File: config.mk
export PLATFORM = sky130hd
export DESIGN_NAME = mem_lsu
export DESIGN_NICKNAME = d
export VERILOG_FILES = /design/src/rtl/mem_lsu_pkg.sv /design/src/rtl/mem_lsu_fmt.sv /design/src/rtl/mem_lsu.sv
export SDC_FILE = /design/constraint.sdc
export NUM_CORES = 1
export LEC_CHECK = 0
export ABC_AREA = 1
export CAP_MARGIN = 15
export CORE_ASPECT_RATIO = 0.7
export CORE_MARGIN = 5
export CORE_UTILIZATION = 46
export CTS_CLUSTER_DIAMETER = 30
export DETAILED_ROUTE_END_ITERATION = 16
export MAX_ROUTING_LAYER = met4
export PLACE_DENSITY = 0.94
export SYNTH_ARGS = -nofsm -noshare
export SYNTH_HDL_FRONTEND = slang
export SYNTH_SLANG_ARGS = --single-unit
export TNS_END_PERCENT = 1
File: constraint.sdc
create_clock -name clk_i -period 6.78 [get_ports clk_i]
set_clock_uncertainty 0.1 [all_clocks]
set_input_delay 0.678 -clock clk_i [delete_from_list [all_inputs] [get_ports clk_i]]
set_output_delay 0.678 -clock clk_i [all_outputs]
set_load 0.01 [all_outputs]
File: src/rtl/mem_lsu_pkg.sv
// Shared definitions for the MEM-stage load/store unit: op codes, FSM states,
// fault cause codes, bus widths and op classification helpers.
package mem_lsu_pkg;

    localparam int ADDR_WIDTH     = 32;
    localparam int DATA_WIDTH     = 32;
    localparam int RADDR_WIDTH    = 5;
    localparam int RDATA_WIDTH    = 32;
    localparam int CSR_ADDR_WIDTH = 12;

    typedef enum logic [3:0] {
        MEM_NOP = 4'd0,
        MEM_LB  = 4'd1,
        MEM_LH  = 4'd2,
        MEM_LW  = 4'd3,
        MEM_LBU = 4'd4,
        MEM_LHU = 4'd5,
        MEM_SB  = 4'd6,
        MEM_SH  = 4'd7,
        MEM_SW  = 4'd8
    } mem_op_e;

    typedef enum logic [1:0] {
        ST_IDLE = 2'd0,
        ST_BUSY = 2'd1,
        ST_DONE = 2'd2
    } lsu_state_e;

    typedef enum logic [1:0] {
        SZ_BYTE = 2'd0,
        SZ_HALF = 2'd1,
        SZ_WORD = 2'd2
    } mem_size_e;

    localparam logic [3:0] CAUSE_LOAD_MISALIGN  = 4'd4;
    localparam logic [3:0] CAUSE_STORE_MISALIGN = 4'd6;

    function automatic logic is_load(input logic [3:0] op);
        return (op == MEM_LB) || (op == MEM_LH) || (op == MEM_LW) ||
               (op == MEM_LBU) || (op == MEM_LHU);
    endfunction

    function automatic logic is_store(input logic [3:0] op);
        return (op == MEM_SB) || (op == MEM_SH) || (op == MEM_SW);
    endfunction

    function automatic mem_size_e op_size(input logic [3:0] op);
        case (op)
            MEM_LB, MEM_LBU, MEM_SB: return SZ_BYTE;
            MEM_LH, MEM_LHU, MEM_SH: return SZ_HALF;
            default:                 return SZ_WORD;
        endcase
    endfunction

    function automatic logic is_misaligned(input logic [3:0] op, input logic [1:0] a);
        return ((op_size(op) == SZ_HALF) && a[0]) ||
               ((op_size(op) == SZ_WORD) && (a != 2'b00) && (is_load(op) || is_store(op)));
    endfunction

endpackage

File: src/rtl/mem_lsu_fmt.sv
// Combinational data formatter: store byte-enable/lane replication and
// load lane extraction with sign or zero extension.
module mem_lsu_fmt
    import mem_lsu_pkg::*;
(
    input  logic [3:0]            st_op,
    input  logic [1:0]            st_addr,
    input  logic [DATA_WIDTH-1:0] st_data,
    output logic [3:0]            st_be,
    output logic [DATA_WIDTH-1:0] st_wdata,
    input  logic [3:0]            ld_op,
    input  logic [1:0]            ld_addr,
    input  logic [DATA_WIDTH-1:0] ld_rdata,
    output logic [DATA_WIDTH-1:0] ld_data
);

    logic [7:0]  lane [4];
    logic [7:0]  byte_sel;
    logic [15:0] half_sel;

    for (genvar gi = 0; gi < 4; gi++) begin : g_lane
        assign lane[gi] = ld_rdata[8*gi +: 8];
    end

    assign byte_sel = lane[ld_addr];
    assign half_sel = ld_addr[1] ? ld_rdata[31:16] : ld_rdata[15:0];

    // Loads also get a size-shaped byte enable so the bus sees a meaningful strobe.
    always_comb begin
        st_be    = 4'b1111;
        st_wdata = st_data;
        case (op_size(st_op))
            SZ_BYTE: begin
                st_be    = 4'b0001 << st_addr;
                st_wdata = {4{st_data[7:0]}};
            end
            SZ_HALF: begin
                st_be    = st_addr[1] ? 4'b1100 : 4'b0011;
                st_wdata = {2{st_data[15:0]}};
            end
            default: begin
                st_be    = 4'b1111;
                st_wdata = st_data;
            end
        endcase
        if (!is_store(st_op)) begin
            st_wdata = '0;
        end
    end

    always_comb begin
        ld_data = ld_rdata;
        case (ld_op)
            MEM_LB:  ld_data = {{24{byte_sel[7]}}, byte_sel};
            MEM_LBU: ld_data = {24'd0, byte_sel};
            MEM_LH:  ld_data = {{16{half_sel[15]}}, half_sel};
            MEM_LHU: ld_data = {16'd0, half_sel};
            default: ld_data = ld_rdata;
        endcase
    end

endmodule

File: src/rtl/mem_lsu.sv
// MEM stage of the RV32I pipeline: runs one req/ack bus transfer per memory op and
// stalls upstream meanwhile. Optional MEM_MISALIGN_EN rejects misaligned half/word ops.
module mem_lsu
    import mem_lsu_pkg::*;
#(
    parameter int ACK_TIMEOUT = 16
) (
    input  logic                      clk_i,
    input  logic                      rst_i,
    input  logic [RADDR_WIDTH-1:0]    reg_waddr_i,
    input  logic                      reg_we_i,
    input  logic [RDATA_WIDTH-1:0]    reg_wdata_i,
    input  logic                      mem_we_i,
    input  logic [ADDR_WIDTH-1:0]     mem_addr_i,
    input  logic [DATA_WIDTH-1:0]     mem_data_i,
    input  logic [3:0]                mem_op_i,
    input  logic                      csr_we_i,
    input  logic [CSR_ADDR_WIDTH-1:0] csr_waddr_i,
    input  logic [DATA_WIDTH-1:0]     csr_wdata_i,
    output logic                      bus_req_o,
    output logic                      bus_we_o,
    output logic [ADDR_WIDTH-1:0]     bus_addr_o,
    output logic [DATA_WIDTH-1:0]     bus_wdata_o,
    output logic [3:0]                bus_be_o,
    input  logic                      bus_ack_i,
    input  logic [DATA_WIDTH-1:0]     bus_rdata_i,
    output logic [RADDR_WIDTH-1:0]    reg_waddr_o,
    output logic                      reg_we_o,
    output logic [RDATA_WIDTH-1:0]    reg_wdata_o,
    output logic                      csr_we_o,
    output logic [CSR_ADDR_WIDTH-1:0] csr_waddr_o,
    output logic [DATA_WIDTH-1:0]     csr_wdata_o,
`ifdef MEM_MISALIGN_EN
    output logic                      misalign_o,
    output logic [3:0]                misalign_cause_o,
`endif
    output logic                      stall_o,
    output logic                      bus_err_o
);

    localparam int         TIMER_W    = 16;
    localparam logic [TIMER_W-1:0] TIMER_LAST = TIMER_W'((ACK_TIMEOUT > 0) ? ACK_TIMEOUT - 1 : 0);

    lsu_state_e               state_reg;
    logic [TIMER_W-1:0]       timer_reg;
    logic [DATA_WIDTH-1:0]    load_q_reg;
    logic [3:0]               op_reg;
    logic [1:0]               addr_lo_reg;
    logic [3:0]               st_be;
    logic [DATA_WIDTH-1:0]    st_wdata;
    logic [DATA_WIDTH-1:0]    ld_data;
    logic                     done_fault;

    // The store direction comes from the op code; mem_we_i duplicates it.
    logic unused_we;
    assign unused_we = mem_we_i;

    mem_lsu_fmt u_fmt (
        .st_op    (mem_op_i),
        .st_addr  (mem_addr_i[1:0]),
        .st_data  (mem_data_i),
        .st_be    (st_be),
        .st_wdata (st_wdata),
        .ld_op    (op_reg),
        .ld_addr  (addr_lo_reg),
        .ld_rdata (bus_rdata_i),
        .ld_data  (ld_data)
    );

`ifdef MEM_MISALIGN_EN
    logic       misalign_reg;
    logic [3:0] misalign_cause_reg;
    assign misalign_o       = misalign_reg;
    assign misalign_cause_o = misalign_cause_reg;
    assign done_fault       = bus_err_o | misalign_reg;
`else
    assign done_fault       = bus_err_o;
`endif

    always_ff @(posedge clk_i or posedge rst_i) begin
        if (rst_i) begin
            state_reg   <= ST_IDLE;
            bus_req_o   <= 1'b0;
            bus_we_o    <= 1'b0;
            bus_be_o    <= '0;
            bus_addr_o  <= '0;
            bus_wdata_o <= '0;
            bus_err_o   <= 1'b0;
            load_q_reg  <= '0;
            timer_reg   <= '0;
            op_reg      <= MEM_NOP;
            addr_lo_reg <= '0;
`ifdef MEM_MISALIGN_EN
            misalign_reg       <= 1'b0;
            misalign_cause_reg <= '0;
`endif
        end else begin
            bus_err_o <= 1'b0;
`ifdef MEM_MISALIGN_EN
            misalign_reg       <= 1'b0;
            misalign_cause_reg <= '0;
`endif
            case (state_reg)
                ST_IDLE: begin
                    if (mem_op_i != MEM_NOP) begin
                        op_reg      <= mem_op_i;
                        addr_lo_reg <= mem_addr_i[1:0];
`ifdef MEM_MISALIGN_EN
                        if (is_misaligned(mem_op_i, mem_addr_i[1:0])) begin
                            misalign_reg       <= 1'b1;
                            misalign_cause_reg <= is_store(mem_op_i) ? CAUSE_STORE_MISALIGN
                                                                     : CAUSE_LOAD_MISALIGN;
                            state_reg          <= ST_DONE;
                        end else
`endif
                        begin
                            bus_req_o   <= 1'b1;
                            bus_we_o    <= is_store(mem_op_i);
                            bus_addr_o  <= {mem_addr_i[ADDR_WIDTH-1:2], 2'b00};
                            bus_be_o    <= st_be;
                            bus_wdata_o <= st_wdata;
                            timer_reg   <= '0;
                            state_reg   <= ST_BUSY;
                        end
                    end
                end
                ST_BUSY: begin
                    if (bus_ack_i) begin
                        bus_req_o  <= 1'b0;
                        load_q_reg <= ld_data;
                        timer_reg  <= '0;
                        state_reg  <= ST_DONE;
                    end else if ((ACK_TIMEOUT != 0) && (timer_reg == TIMER_LAST)) begin
                        bus_req_o <= 1'b0;
                        bus_err_o <= 1'b1;
                        timer_reg <= '0;
                        state_reg <= ST_DONE;
                    end else begin
                        timer_reg <= timer_reg + 1'b1;
                    end
                end
                ST_DONE: state_reg <= ST_IDLE;
                default: state_reg <= ST_IDLE;
            endcase
        end
    end

    // bus_err_o doubles as the "this op was aborted" flag while in DONE.
    always_comb begin
        stall_o     = 1'b0;
        reg_we_o    = reg_we_i;
        reg_waddr_o = reg_waddr_i;
        reg_wdata_o = reg_wdata_i;
        case (state_reg)
            ST_IDLE: begin
                if (mem_op_i != MEM_NOP) begin
                    stall_o  = 1'b1;
                    reg_we_o = 1'b0;
                end
            end
            ST_BUSY: begin
                stall_o  = 1'b1;
                reg_we_o = 1'b0;
            end
            ST_DONE: begin
                if (is_load(op_reg)) begin
                    reg_wdata_o = load_q_reg;
                    reg_we_o    = reg_we_i & ~done_fault;
                end else begin
                    reg_we_o = 1'b0;
                end
            end
            default: begin
                stall_o  = 1'b0;
                reg_we_o = 1'b0;
            end
        endcase
    end

    assign csr_we_o    = csr_we_i;
    assign csr_waddr_o = csr_waddr_i;
    assign csr_wdata_o = csr_wdata_i;

endmodule

# After elaboration in Yosys (flattened, before gate mapping)
# Index checks and enable logic that the tools add are counted.
[word_totals]
rom_bits = 0
out_inout_bits = 155
word_cells = 84
ram_bits = 0
latchBits = 0
ff_bits = 125
memories = 0
[op_classes]
n_eq_ne = 18
addsub = 1
order_cmp = 1
n_reduce_logical = 17
div_mod_pow = 0
bitwise_logic = 3
shift = 1
mul = 0
muxes = 32
[ops]
columns = ["op", "n"]
rows = [
  ["32-bit case mux with 4 select lines", 1],
  ["32-bit 2-to-1 mux", 3],
  ["16-bit 2-to-1 mux", 4],
  ["32-bit case mux with 2 select lines", 1],
  ["16-bit case mux with 2 select lines", 1],
  ["4-bit by 3-bit == test with 1-bit output, second input constant", 6],
  ["16-bit by 1-bit adder with 16-bit output, second input constant", 1],
  ["8-bit binary-select mux with 2-bit select", 1],
  ["16-bit by 4-bit == test with 1-bit output, second input constant", 1],
  ["8-bit 2-to-1 mux", 2],
  ["4-bit by 2-bit == test with 1-bit output, second input constant", 3],
  ["1-bit 2-to-1 mux", 9],
  ["4-bit by 1-bit == test with 1-bit output, second input constant", 2],
  ["2-bit case mux with 2 select lines", 2],
  ["4-bit case mux with 2 select lines", 1],
  ["2-bit AND reduction", 4],
  ["1-bit logical OR", 6],
  ["2-bit 2-to-1 mux", 3],
  ["1-bit case mux with 2 select lines", 3],
  ["3-bit OR reduction", 2],
  ["2-bit by 1-bit == test with 1-bit output, second input constant", 2],
  ["4-bit == test, second input constant", 1],
  ["2-bit logical NOT", 2],
  ["4-bit 2-to-1 mux", 1],
  ["other kinds (11)", 11],
]

# Depth between registers and ports, before layout
[logic_depth]
ltp_word = 7
depth_mapped = 10
ltp_nobuf = 9

# Modules after synthesis
# From an unflattened synthesis, not the netlist that was laid out.
[unflattened]
hier_cells = 1183
hier_area_um2 = 7885.1
[modules_own_cells]
columns = ["module", "cells_per_inst", "area_per_inst_um2", "n_inst", "seq_area_each_um2"]
rows = [
  ["mem_lsu", 782, 6119.6, 1, 3128.0],
  ["mem_lsu_fmt", 401, 1765.4, 1, 0.0],
]

# Worst setup path after synthesis
# No wires, ideal clock.
[synth_path]
path_kind = "flip-flop to output port"
start = "reg op_reg[1]"
end = "out reg_wdata_o[10]"
arrival_time_ps = 1295
n_path_buf = 1
path_stages_with_launch = 9
required_time_ps = 6002
path_slack_ps = 4707
path_cell_list = "dfrtp_1 -> inv_1 -> nand2_1 -> nand2_1 -> nand2_2 -> nand2_1 -> clkbuf_1 -> nand2_1 -> nand2_1"
[synth_between]
elab_chain_cells = 7
word_cells_on_any_way = 11
cone_classes = "eq/ne: 5; mux: 2; reduce/logical: 4"
[synth_rtl]
columns = ["element", "line_no", "text"]
rows = [
  ["start: declaration", "mem_lsu.sv:47", "logic [3:0] op_reg;"],
  ["start signal: assignment", "mem_lsu.sv:106", "op_reg <= mem_op_i;"],
  ["4-bit by 1-bit == test with 1-bit output / 4-bit by 2-bit == test with 1-bit output (equally long branches)", "mem_lsu_pkg.sv:39", "return (op == MEM_LB) || (op == MEM_LH) || (op == MEM_LW) ||"],
  ["1-bit logical OR (3 in a row)", "mem_lsu_pkg.sv:39", ""],
  ["1-bit logical OR *", "mem_lsu_pkg.sv:40", "(op == MEM_LBU) || (op == MEM_LHU);"],
  ["32-bit 2-to-1 mux *", "mem_lsu.sv:166", "if (is_load(op_reg)) begin"],
  ["32-bit 2-to-1 mux *", "mem_lsu.sv:154", "case (state_reg)"],
  ["end: declaration", "mem_lsu.sv:29", "output logic [RDATA_WIDTH-1:0] reg_wdata_o,"],
]
# Every way passes the cells marked *; elsewhere a longest branch is shown, timed or not.

# Worst setup path after layout
[layout_path]
start = "reg op_reg[1]"
end = "out reg_we_o"
[layout_between]
elab_chain_cells = 7
word_cells_on_any_way = 11
cone_classes = "eq/ne: 5; mux: 2; reduce/logical: 4"
[layout_rtl]
columns = ["element", "line_no", "text"]
rows = [
  ["4-bit by 1-bit == test with 1-bit output / 4-bit by 2-bit == test with 1-bit output (equally long branches)", "mem_lsu_pkg.sv:39", ""],
  ["1-bit logical OR (3 in a row)", "mem_lsu_pkg.sv:39", ""],
  ["1-bit logical OR *", "mem_lsu_pkg.sv:40", ""],
  ["1-bit 2-to-1 mux *", "mem_lsu.sv:166", ""],
  ["1-bit case mux with 2 select lines *", "mem_lsu.sv:154", ""],
  ["end: declaration", "mem_lsu.sv:28", "output logic reg_we_o,"],
]
# Marked as above.

==> qor.csv <==
metric,value,unit
outcome,finished clean,
n_antenna_cell,0,
worstSetupPathType,register to primary output,
timing.fmax,233,MHz
maxCapViolCount,0,
slew_headroom,25.3,%
tns,0,ns
finalCriticalPeriod,4.29,ns
crit_family,simple AND/OR/NAND/NOR gates,
ys_warn_count,0,
cts_resized,0,
placed_cell_area,0.00961,mm^2
power_density,402,mW/mm^2
cts.path.max_buffers,2,
post_synth_num_cell_types,26,
drive_above_1_share,4.05,%
worstSetupStartpointType,register,
clock_latency,0.42,ns
holdPathEnd,bus_addr_o[15],
grt_setup_unrepaired,no,
min_path_cells,2,
clkSinkCount,125,
syn_inst,1138,
clkTransAtPathRegs,0.06,ns
start_util,46.5,%
grt.total_usage,26.1,%
leakagePower,5.25,nW
crit_cells,8,
die_area,0.0191,mm^2
tritoncts.num_buffers,17,
final_core_util,63.0,%
ff2ff_setup_slack,4.03,ns
slowest_delay,0.85,ns
syn-cell-area,0.00753,mm^2
timing.final.crit_share,63.3,%
pin_count,342,
ys_ff_latch,125,
coreArea,0.0162,mm^2
area_delta_synth_final,35.5,%
drt_pass1_iterations,6,
wl_per_cell,15.8,um
first_iter_violations,689,
io_buffers,238,
htreeDepth,4,
cts_setup_buffers,0,
cts_root_buf,clkbuf_16,
fp.dieH,117,um
r2r_end,load_q_reg[3],
power.total,0.00410,W
final_hold_viol_count,0,
synth.avg_cell_area,6.62,um^2
drc,0,
rr_startpoint,op_reg[1],
grt_pass1_wl,38200,um
via_per_inst,5.21,
gp_congestion,0.956,
num_vias,7996,
tightest_slew,1.12,ns
antenna_found_initial,0,
place_hpwl,17300,um
worstSetupEndpointType,primary output,
peakVddDrop,0.000274,V
worst_path_max_delay_cell,nand2_1,
grt_remaining_overflow,0,
grt_pass1_vias,7695,
worstPathCellList,inv_1 -> nand2_1 -> nand2_1 -> nand2_2 -> nand2_1 -> o22ai_1 -> and2_1 -> clkdlybuf4s50_1,
cp.arrival,3.51,ns
postRouteAntennaNets,0,
nNetsFinal,1487,
seq_area_frac_synth,41.5,%
cts_tree,built,
cts.hold.buffers_added,0,
critPathBufInv,2,
setup_viol,0,
design_area,0.0102,mm^2
fp-row-count,39,
hold_start,bus_addr_o[15],
die_x,163,um
crit_fanout,34,
hold_path.class,register to register,
final_max_slew_viol_count,0,
crit_top_cell,nand2_1,
required,6.00,ns
r2r_cells,9,
grt_max_degree,79,
drt-total-wl,24300,um
-- cell usage in the layout, fill, tap and decap left out, types with 4 or more instances in the layout --
cell / instances
clkdlybuf4s50_1: 238
nand4_1: 25
inv_1: 97
nand3_1: 113
a21oi_1: 19
nor2_1: 41
clkbuf_16: 17
nand2_1: 532
nor2_2: 5
o21ai_0: 54
buf_4: 4
inv_2: 7
dfrtp_1: 125
-- worst max-delay path by stage --
stage / slack (ns) / startpoint / to
4_1_cts: 2.48 / op_reg[3] / reg_we_o
3_3_place_gp: 2.98 / op_reg[3] / reg_we_o
5_1_grt: 2.16 / op_reg[1] / reg_we_o
2_1_floorplan: 2.67 / rst_i / addr_lo_reg[0]
6_report: 2.49 / op_reg[1] / reg_we_o
3_5_place_dp: 2.92 / op_reg[3] / reg_we_o
-- metal layers --
| layer | vias up | GRT usage [%] | wire (um) |
|---|---|---|---|
| li1 | 3813 | - | - |
| met3 | 60 | 9.70 | 3050 |
| met5 | - | - | 0 |
| met4 | 0 | 9.39 | 599 |
| met2 | 467 | 40.3 | 10900 |
| met1 | 3656 | 31.7 | 9680 |
-- worst min-delay path: stages, from the launching register on --
cell,delay (ns)
dfrtp_1,0.34
nand2_1,0.05
nand2_1,0.05
-- kinds of logic after synthesis --
kind of cell | synth area share, %
AND/OR/NAND/NOR | 39.1
buffers and inverters | 13.6
flip-flops | 41.5
AO/OA/AOI/OAI | 5.47
XOR/XNOR | 0.116
adder cells (fa/ha/maj) | 0.166
other | 0.0498
-- stage by stage --
stage | worst slack, ns | std cells | hold WS [ns]
2_1_floorplan | 2.67 | 1139 | 0.350
4_1_cts | 2.48 | 1535 | 0.380
3_3_place_gp | 2.98 | 1505 | 0.361
3_5_place_dp | 2.92 | 1505 | 0.364
5_1_grt | 2.16 | 1535 | 0.396
6_report | 2.49 | 1535 | 0.376
-- Yosys cell counts --
library cell	number	area (um^2)
inv_1	98	368
buf_1	3	11.3
o21ai_1	3	15.0
nor3_1	1	5.00
conb_1	1	3.75
nand3_1	113	566
or2_2	2	12.5
o22ai_1	1	6.26
and2_1	1	6.26
clkinv_1	1	3.75
xor2_1	1	8.76
nor2_2	4	25.0
buf_4	57	428
o21ai_2	2	17.5
clkbuf_1	15	56.3
nand2_2	3	18.8
inv_2	7	26.3
o21bai_1	1	7.51
ha_1	1	12.5
nor2_1	42	158
nand2_1	532	2000
buf_2	26	130
nand4_1	25	156
a21oi_1	19	95.1
o21ai_0	54	270
dfrtp_1	125	3130
-- final cells by class --
cell class	count	area, um^2
clock buffer	20	457
clock inverter	10	141
fill	1360	5990
inverter	106	400
multi-input combinational	807	3390
sequential	125	3130
tap	225	282
timing repair buffer	242	2410
-- power breakdown --
| group | internal (W) | switching (W) |
|---|---|---|
| Clock | 0.000593 | 0.000330 |
| Sequential | 0.00105 | 0.000228 |
| Combinational | 0.000798 | 0.00111 |
Power figures use the tool's default switching activity.
